**src/rtl/output_neuron_pkg.sv**
```systemverilog
// Shared widths, saturation limits and FSM states for the output neuron.
// Imported by mac_sat and output_forward.
package output_neuron_pkg;

    localparam int HIDDEN_W = 10;
    localparam int WEIGHT_W = 8;
    localparam int FINAL_W  = 23;
    localparam int PROD_W   = HIDDEN_W + 1 + WEIGHT_W;
    localparam int SUM_W    = FINAL_W + 1;

    localparam logic signed [FINAL_W-1:0] FINAL_MAX =
        {1'b0, {(FINAL_W-1){1'b1}}};
    localparam logic signed [FINAL_W-1:0] FINAL_MIN =
        {1'b1, {(FINAL_W-1){1'b0}}};

    typedef enum logic [1:0] {
        S_IDLE  = 2'd0,
        S_ACCUM = 2'd1,
        S_DONE  = 2'd2
    } fwd_state_t;

    // Clamp a signed result at zero.
    function automatic logic [FINAL_W-1:0] relu(
        input logic [FINAL_W-1:0] v
    );
        return v[FINAL_W-1] ? '0 : v;
    endfunction

endpackage

```
**src/rtl/mac_sat.sv**
```systemverilog
// Combinational multiply-accumulate with saturation to the signed final width.
// Ports: acc_i (signed acc), hidden_i (unsigned), w_i (signed), sum_o (sat sum).
module mac_sat
    import output_neuron_pkg::*;
(
    input  logic [FINAL_W-1:0]  acc_i,
    input  logic [HIDDEN_W-1:0] hidden_i,
    input  logic [WEIGHT_W-1:0] w_i,
    output logic [FINAL_W-1:0]  sum_o
);

    logic signed [PROD_W-1:0] h_ext;
    logic signed [PROD_W-1:0] w_ext;
    logic signed [PROD_W-1:0] prod;
    logic        [SUM_W-1:0]  sum;

    always_comb begin
        // Hidden value is unsigned: zero-extend; weight sign-extends.
        h_ext = {{(PROD_W-HIDDEN_W){1'b0}}, hidden_i};
        w_ext = {{(PROD_W-WEIGHT_W){w_i[WEIGHT_W-1]}}, w_i};
        prod  = h_ext * w_ext;
        sum   = {acc_i[FINAL_W-1], acc_i}
              + {{(SUM_W-PROD_W){prod[PROD_W-1]}}, prod};
        // Top two bits disagree -> result left the 23-bit range.
        if (sum[SUM_W-1] != sum[SUM_W-2]) begin
            sum_o = sum[SUM_W-1] ? FINAL_MIN : FINAL_MAX;
        end else begin
            sum_o = sum[FINAL_W-1:0];
        end
    end

endmodule

```
**src/rtl/output_forward.sv**
```systemverilog
// Output-layer forward pass: accumulates N_HIDDEN hidden*weight beats.
// Ports: clk_i, rst_i (async low), en_i, start_i, valid_i, hidden_val_i,
//   w_i, ack_i, zero_weight_reset_i -> final_o, f_end_o, busy_o.
// Option: OUTPUT_FORWARD_RELU_EN clamps the loaded final_o at zero.
module output_forward
    import output_neuron_pkg::*;
#(
    parameter int N_HIDDEN = 4
) (
    input  logic                clk_i,
    input  logic                rst_i,
    input  logic                en_i,
    input  logic                start_i,
    input  logic                valid_i,
    input  logic [HIDDEN_W-1:0] hidden_val_i,
    input  logic [WEIGHT_W-1:0] w_i,
    input  logic                ack_i,
    input  logic                zero_weight_reset_i,
    output logic [FINAL_W-1:0]  final_o,
    output logic                f_end_o,
    output logic                busy_o
);

    localparam int CNT_W = (N_HIDDEN > 1) ? $clog2(N_HIDDEN) : 1;
    localparam logic [CNT_W-1:0] LAST = CNT_W'(N_HIDDEN - 1);

    fwd_state_t         state;
    logic [FINAL_W-1:0] acc;
    logic [CNT_W-1:0]   cnt;
    logic [FINAL_W-1:0] mac_sum;
    logic [FINAL_W-1:0] final_d;
    logic               beat;

    mac_sat u_mac (
        .acc_i    (acc),
        .hidden_i (hidden_val_i),
        .w_i      (w_i),
        .sum_o    (mac_sum)
    );

    assign beat = en_i & valid_i;

    always_comb begin
`ifdef OUTPUT_FORWARD_RELU_EN
        final_d = relu(mac_sum);
`else
        final_d = mac_sum;
`endif
    end

    always_ff @(posedge clk_i or negedge rst_i) begin
        if (!rst_i) begin
            state   <= S_IDLE;
            acc     <= '0;
            cnt     <= '0;
            final_o <= '0;
            f_end_o <= 1'b0;
            busy_o  <= 1'b0;
        end else if (zero_weight_reset_i) begin
            state   <= S_IDLE;
            acc     <= '0;
            cnt     <= '0;
            final_o <= '0;
            f_end_o <= 1'b0;
            busy_o  <= 1'b0;
        end else begin
            unique case (state)
                S_IDLE: begin
                    if (start_i && en_i) begin
                        state  <= S_ACCUM;
                        acc    <= '0;
                        cnt    <= '0;
                        busy_o <= 1'b1;
                    end
                end
                S_ACCUM: begin
                    if (beat) begin
                        acc <= mac_sum;
                        if (cnt == LAST) begin
                            state   <= S_DONE;
                            final_o <= final_d;
                            f_end_o <= 1'b1;
                            busy_o  <= 1'b0;
                        end else begin
                            cnt <= cnt + 1'b1;
                        end
                    end
                end
                S_DONE: begin
                    // start_i alongside ack_i only returns to idle.
                    if (ack_i) begin
                        state   <= S_IDLE;
                        f_end_o <= 1'b0;
                    end
                end
                default: begin
                    state   <= S_IDLE;
                    f_end_o <= 1'b0;
                    busy_o  <= 1'b0;
                end
            endcase
        end
    end

endmodule

```
**config.mk**
```make
export PLATFORM = sky130hd
export DESIGN_NAME = output_forward
export DESIGN_NICKNAME = d
export VERILOG_FILES = /design/src/rtl/output_neuron_pkg.sv /design/src/rtl/mac_sat.sv /design/src/rtl/output_forward.sv
export SDC_FILE = /design/constraint.sdc
export NUM_CORES = 1
export LEC_CHECK = 0
export ABC_AREA = 1
export ABC_CLOCK_PERIOD_IN_PS = 13150
export CORE_MARGIN = 2
export CORE_UTILIZATION = 65
export DETAILED_ROUTE_END_ITERATION = 10
export PLACE_DENSITY_LB_ADDON = 0.1
export SLEW_MARGIN = 20
export SYNTH_ARGS = -nofsm -noshare
export SYNTH_HDL_FRONTEND = slang
export SYNTH_SLANG_ARGS = --single-unit
```
**constraint.sdc**
```tcl
create_clock -name clk_i -period 13.15 [get_ports clk_i]
set_input_delay 2.63 -clock clk_i [delete_from_list [all_inputs] [get_ports clk_i]]
set_output_delay 2.63 -clock clk_i [all_outputs]
set_load 0.1 [all_outputs]
```
After elaboration in Yosys (flattened, before gate mapping)
Index checks and enable logic that the tools add are counted.
{ "totals": {"word_cells": 64, "regBits": 52, "in_bits": 25} }
{ "classes": {"n_eq_ne": 11, "reduce_logical": 12, "bitwise": 1, "add_sub_neg": 2, "n_mux": 31, "mul": 1} }
{ "op_table": {"columns": ["operator", "count"], "rows": [
  ["23-bit 2-to-1 mux", 9],
  ["23-bit case mux with 2 select lines", 1],
  ["23-bit by 19-bit adder with 24-bit output", 1],
  ["11-bit by 8-bit multiplier with 19-bit output", 1],
  ["2-bit 2-to-1 mux", 9],
  ["4-bit AND reduction", 4],
  ["3-bit inequality test (second input constant)", 5],
  ["1-bit 2-to-1 mux", 8],
  ["1-bit case mux with 3 select lines", 2],
  ["2-bit case mux with 3 select lines", 1],
  ["3-bit AND reduction", 2],
  ["2-bit nonzero test", 3],
  ["2-bit equality test (second input constant)", 2],
  ["2-bit inequality test (second input constant)", 2],
  ["2-bit case mux with 2 select lines", 1],
  ["3-bit nonzero test", 1],
  ["2-bit by 1-bit adder with 2-bit output (second input constant)", 1],
  ["2-bit by 1-bit equality test with 1-bit output (second input constant)", 1],
  ["2-bit zero test", 1],
  ["1-bit AND", 1],
  ["1-bit logical AND", 1],
  ["1-bit inequality test", 1]
]} }

Longest topological paths before layout
{ "depth": {"word_depth": 8, "depth_mapped": 28, "depth_no_buf": 26} }

Modules after synthesis
From an unflattened synthesis, not the netlist that was laid out.
{ "unflattened": {"cells_unflattened": 839, "hier_area_um2": 6517.5} }
{ "modules_own_cells": {"columns": ["mod", "n_inst", "seq_area_each_um2", "cells_each", "area_per_inst_um2"], "rows": [
  ["mac_sat", 1, 0.0, 589, 4206.5],
  ["output_forward", 1, 1301.2, 250, 2311.0]
]} }

Worst setup path after synthesis
No wires, ideal clock.
{ "synth_path": {"path_kind": "in2reg", "start": "input port w_i[7]", "end": "register final_o[7]", "arrival_ns": 7.088, "path_buffers": 2, "path_slack_ns": 5.942, "setup_time_ns": 0.120, "t_required_ns": 13.030, "stages": 27, "cell_sequence": "inv_1 -> clkbuf_1 -> or2_2 -> fa_1 -> fa_1 -> inv_1 -> fa_1 -> fa_1 -> fa_1 -> ha_1 -> nand2_1 -> nand2_1 -> nand2_1 -> nand2_1 -> nand2_1 -> nand3_2 -> nand2_2 -> nand2_1 -> nand2_1 -> nand2_2 -> inv_2 -> nand2_4 -> nand2_4 -> buf_12 -> nand2_4 -> nand3_1 -> nand2_1"} }
{ "synth_between": {"elab_chain_cells": 8} }
{ "synth_lines": {"columns": ["element", "line_no", "text"], "rows": [
  ["from (decl)", "output_forward.sv:16", "input logic [WEIGHT_W-1:0] w_i,"],
  ["11-bit by 8-bit multiplier with 19-bit output (*)", "mac_sat.sv:21", "prod = h_ext * w_ext;"],
  ["23-bit by 19-bit adder with 24-bit output (*)", "mac_sat.sv:23", "+ {{(SUM_W-PROD_W){prod[PROD_W-1]}}, prod};"],
  ["23-bit 2-to-1 mux / 1-bit inequality test (equally long branches)", "mac_sat.sv:26, mac_sat.sv:25", null],
  ["23-bit 2-to-1 mux (*)", "mac_sat.sv:25", "if (sum[SUM_W-1] != sum[SUM_W-2]) begin"],
  ["23-bit 2-to-1 mux (*)", "output_forward.sv:79", "if (cnt == LAST) begin"],
  ["23-bit 2-to-1 mux (*)", "output_forward.sv:77", "if (beat) begin"],
  ["23-bit 2-to-1 mux (*)", "output_forward.sv:67", "unique case (state)"],
  ["23-bit 2-to-1 mux (*)", "output_forward.sv:59", "end else if (zero_weight_reset_i) begin"],
  ["to (signal assigned)", "output_forward.sv:81", "final_o <= final_d;"],
  ["to (decl)", "output_forward.sv:19", "output logic [FINAL_W-1:0] final_o,"]
]} }
Mark *: on every way between the ends. The rest lies on a longest branch, timed or not. The select of a mux whose other input is x is not followed.
A chain may end at the register's enable or synchronous reset.

Final worst setup path
{ "layout_path": {"start": "input port w_i[7]", "end": "register final_o[15]"} }
Same word-level chain as after synthesis.

==> out/summary.txt <==
Final Max Tran Viols: 0
crit path capture type: register
Yosys warnings: 0
R2R Setup Slk: 8.03 ns
Final period util: 62.7%
vias post-DR: 5,025
initial antenna violation count: 0
vias in the first global route: 5,120
Mapped Nets: 971
commonest cells in the netlist: nand2_1 (242), inv_1 (156), ha_1 (71), fa_1 (66), nand3_1 (56)
antenna-violating nets left: 0
clock tree buffer depth: 2
top-count cell post-synth: nand2_1
WL/cell: 14.0 um
Total GRT Usage: 28.2%
largest area contributor in the netlist: fa_1
Multi-input gate area: 4310 sq um
CP max stage delay: 0.66 ns
syn avg cell area: 7.88 sq um
Initial DRT Pass Iterations: 5
number of diodes: 0
grt met1 use: 36.1%
num ports: 50
register clock-pin slew on the reported worst setup and hold paths: 0.09 ns
sequential share of the synthesized area: 20.4%
Max Cap Viol: 0
most common flop cell mapped by yosys: dfrtp_1
R2R depth: 26
Initial Util: 66.2%
FP Rows: 36
worst min path class: register to register
ys async rst share: 100%
CTS H-tree lvls: 2
RSZ-0062 raised after global routing: no
most frequent CP cell: nand2_1
layout cells sized above 1: 7.42%
status: complete, no violations
Post-synth EDFFs: 0
post-route DRC violation count: 0
Die Y: 103 um
largest net degree at the start of global routing: 53
min Tclk post-route: 8.25 ns
Crit Reg-Reg Startpoint: acc[6]
# Post-CTS Setup Buffers: 0
synthesized area: 6380 sq um
cts bufs inserted: 5
# fillers: 829
grt peak-use layer: met2
drt total wl: 13.6 mm
ranking of synthesized cells by area: fa_1 (21%), dfrtp_1 (20%), nand2_1 (14%)
reg-to-reg endpoint: final_o[15]
drt via density: 5.19
clk sink count: 52
Yosys top cell area share: 20.7%
Startpoint Class: input port
Peak Freq: 0.121 GHz
Setup Crit Path Kind: input port to register
crit path launch: w_i[7]
post-cts sizing count: 0
Setup TNS: 0 ns
Final Setup Violations: 0
Die W: 103 um
root buffer cell: clkbuf_8
first-pass GRT wire length: 23.6 mm
CP endpoint: final_o[15]
# hold bufs at CTS: 0
Net count, final: 998
gp weighted congestion: 0.913
clk_skew: 0.00521 ns
WP data required: 13.34 ns
Seq cells post-synth: 52
Die ar.: 10,600 sq um
met2 usage: 50.7%
Slew @ Worst Pin: 1.00 ns
# port buffers: 49
slowest stage cell, crit path: clkdlybuf4s50_1
area grow syn2layout: 9.26%
Netlist cell types: 34
Final Hold Fails: 0
synthesized instance count: 809
Remaining Overflow, GRT: 0
initial DRC count: 217
register area: 1300 sq um
core area: 9640 sq um
Rel. slew slack: 33.0%
Post-DP HPWL: 11.3 mm
CTS tree: done
Max FO, Critical Path: 22
arrival time at the worst endpoint: 8.44 ns
M3 GR Usage: 3.53%
Worst-Skew Late Latency: 0.30 ns
[worst max-delay path, delay by kind of cell]
kind                     cells  cell delay [ns]
buffers and inverters        4             1.08
AND/OR/NAND/NOR             16             1.90
adder cells (fa/ha/maj)      6             2.81
[worst min path at each step]
stage	startpoint	endpoint	slack, ns	depth (start not counted)
2_1_floorplan	acc[11]	acc[11]	0.45	2
3_3_place_gp	final_o[1]	final_o[1]	0.47	2
3_5_place_dp	final_o[1]	final_o[1]	0.47	2
4_1_cts	final_o[1]	final_o[1]	0.49	2
5_1_grt	acc[3]	acc[3]	0.51	2
6_report	final_o[13]	final_o[13]	0.49	2
[layer usage]
| layer | part of all wire [%] | vias up | wire [um] |
|---|---|---|---|
| li1 | - | 2489 | - |
| met1 | 42 | 2403 | 5660 |
| met2 | 52 | 106 | 7030 |
| met3 | 4.1 | 27 | 562 |
| met4 | 2.5 | 0 | 340 |
| met5 | 0 | - | 0 |
[layout make-up]
| cell class | instances | area share [%] |
|---|---|---|
| flip-flops and latches | 52 | 18.7 |
| well taps | 133 | 2.39 |
| repair buffers | 52 | 7.29 |
| inverters | 160 | 8.62 |
| multi-input cells | 565 | 61.9 |
| clock buffers | 5 | 0.988 |
| clock inverters | 2 | 0.180 |
[sequential cells by signal, indices dropped and copies added (netlist names)]
signal and flops:
f_end_o 1, cnt 2, state 2, acc 23, final_o 23, busy_o 1
[stage by stage]
| stage | instances | cell area, sq um | utilization (%) | hold slack, ns | setup slack (ns) |
|---|---|---|---|---|---|
| floorplan | 809 | 6380 | - | 0.449 | 5.94 |
| global placement | 962 | 6890 | 71.4 | 0.468 | 4.70 |
| detailed placement | 962 | 6890 | 71.4 | 0.468 | 4.58 |
| CTS | 969 | 6970 | 72.3 | 0.494 | 4.90 |
| global route | 969 | 6970 | 72.3 | 0.507 | 4.46 |
| finish | 969 | 6970 | 72.3 | 0.487 | 4.90 |
[layout by cell type (no fill, tap or decap)]
master and instances:
nand2_1 242, inv_1 156, ha_1 71, fa_1 66, nand3_1 56, dfrtp_1 52
clkdlybuf4s50_1 48, nor2_1 27, nand2_4 23, a21oi_1 16, xnor2_1 10, nand2_2 10
o21ai_0 7, clkbuf_8 5, nand3_2 4, inv_2 4, nand4_1 4, xor2_1 4
or2_2 3, nor2_2 3, o21bai_1 3, nand3b_1 3, buf_4 3, a21oi_2 2
nor3_1 2, a31oi_1 2, and2_1 1, o21ai_1 1, a21o_1 1, nor2_4 1
nand3b_4 1, o31ai_1 1, nor4_1 1, clkinvlp_4 1, clkinv_2 1, buf_2 1
[cells by family (layout without fill, tap and decap cells)]
family / Yosys count / after routing / share of synthesized area (%)
AND/OR/NAND/NOR: 381 / 381 / 28.1
buffers and inverters: 192 / 219 / 12.0
adder cells (fa/ha/maj): 137 / 137 / 34.6
flip-flops: 52 / 52 / 20.4
AO/OA/AOI/OAI: 33 / 33 / 2.94
XOR/XNOR: 14 / 14 / 1.92
Power is not shown: default switching activity piles up to over one toggle a cycle in this logic, so the estimate is an artifact.
==> RTL edit: new RTL, config.mk and constraints unchanged <==
Reset style: synchronous (`rst_i`), changed in one clocked block. Comments in the files are not updated.
--- a/src/rtl/output_forward.sv
+++ b/src/rtl/output_forward.sv
@@ -50,3 +50,3 @@
 
-    always_ff @(posedge clk_i or negedge rst_i) begin
+    always_ff @(posedge clk_i) begin
         if (!rst_i) begin
Check against the original RTL: differs if rst_i is asserted again (counterexample within 4 cycles, from zero or initial values and one cycle with rst_i low); with rst_i held inactive, the same outputs for 4 cycles.
==> RTL edit against the unedited design <==
  * Via count increased by 1.1%
  * Setup slack lost 63 ps
  * Design area is 5.4% lower
  * Critical endpoint is now acc[20]
  * Critical path type unchanged
  * Sequential cell count did not move
  * First-iteration DRC count is 12% higher
  * Worst hold slack got worse by 18 ps
  * Wire length is 2.8% lower
  * Register-to-register slack better by 80 ps
  * Area after synthesis fell by 5.4%
==> RTL edit: results <==
export IMPL_ys_top_cells_by_area="fa_1 22%, dfxtp_1 17%, ha_1 15%"
export IMPL_synth_flop_cell="dfxtp_1"
export IMPL_grt_max_degree=45
export IMPL_hold_start="busy_o"
export IMPL_ff2ff_path_depth=22
export IMPL_clock_skew_ps=6.33
export IMPL_p_leak_nw=3.66
export IMPL_pwr_share_clk=0.108
export IMPL_grt_pass1_vias=5042
export IMPL_worstPathArrival_ps=8540
export IMPL_placed_area_mm2=0.00651
export IMPL_io_buffers=49
export IMPL_reg_top3="acc x23, final_o x23"
export IMPL_yosys_warnings=0
export IMPL_worst_hold_path_endpoint="busy_o"
export IMPL_layout_drive_gt1_share=0.0314
export IMPL_final_nets=1021
export IMPL_hold_worst_slack_ps=468
export IMPL_synth_cell_types=33
export IMPL_synth_adder_area_share=0.366
export IMPL_worst_pin_slew_ps=1010
export IMPL_wl_mm=13.2
export IMPL_ctsLongestPathBuffers=2
export IMPL_seq_power_share=0.196
export IMPL_antenna_found_initial=0
export IMPL_dp_hpwl_mm=11.1
export IMPL_ys_seq_area_frac=0.173
export IMPL_gp_congestion=0.913
export IMPL_worstSetupStartpoint="w_i[7]"
export IMPL_clock_latency_ps=300
export IMPL_synthTopCellsByCount="235 x nand2_1, 167 x inv_1, 71 x ha_1"
export IMPL_maxCapViolCount=0
export IMPL_run_status="finished clean"
export IMPL_worstPathMaxFanout=22
export IMPL_synthXorXnorAreaFrac=0.0218
export IMPL_drtIter0Drc=243
export IMPL_drt_first_pass_iters=5
export IMPL_reg2reg_setup_slack_ps=8110
export IMPL_dp_worst_setup_slack_ps=4530
export IMPL_async_flop_share=0
export IMPL_r2r_start="acc[6]"
export IMPL_hold_depth=2
export IMPL_cts_inserted_buffers=5
export IMPL_synth_compound_area_frac=0.0780
export IMPL_power_switching_uw=402
export IMPL_rr_endpoint="acc[20]"
export IMPL_viasPerCell=5.24
export IMPL_grt_pass1_wl_mm=22.8
export IMPL_grt_usage=0.280
RTL edit: area by class of cell:
class                           count  area, um^2
Inverter                          168         631
Clock buffer                        5        68.8
Timing Repair Buffer               51         505
Fill cell                         764        2520
Tap cell                          111         139
Multi-Input combinational cell    581        4190
Clock inverter                      2        12.5
Sequential cell                    52        1040
RTL edit: worst max-delay path, stage by stage:
cell	delay (ps)
clkdlybuf4s50_1	650
inv_1	270
or2_2	360
fa_1	510
fa_1	550
inv_1	60
fa_1	510
fa_1	580
fa_1	430
ha_1	410
nand2_1	90
nor2_1	140
nand3_1	110
nand3_2	110
nand2_1	80
nand3_1	150
nand2_1	90
nand2_2	310
nand3_1	170
nand2_1	90
nand2_1	70
a21oi_1	160
RTL edit: stage by stage:
stage / utilization / power (mW) / cells
after global routing: 0.723 / 0.902 / 970
after global placement: 0.715 / 0.715 / 963
after CTS: 0.723 / 0.814 / 970
final: 0.723 / 0.809 / 970
after detailed placement: 0.715 / 0.724 / 963
after floorplan: - / 0.599 / 836
RTL edit: per-layer routing:
layer,vias to the layer above,track usage,part of all wire
met5,-,0,0
met2,115,0.514,0.52
met3,12,0.0327,0.041
li1,2560,-,-
met4,0,0.0527,0.012
met1,2395,0.359,0.42
RTL edit: worst max path at each step:
| stage | endpoint | slack [ps] | cells after the start |
|---|---|---|---|
| after floorplan | final_o[15] | 5790 | 25 |
| after global placement | acc[20] | 4680 | 25 |
| after detailed placement | acc[20] | 4530 | 25 |
| after CTS | acc[20] | 4850 | 25 |
| after global routing | acc[20] | 4430 | 21 |
| final | acc[20] | 4840 | 22 |
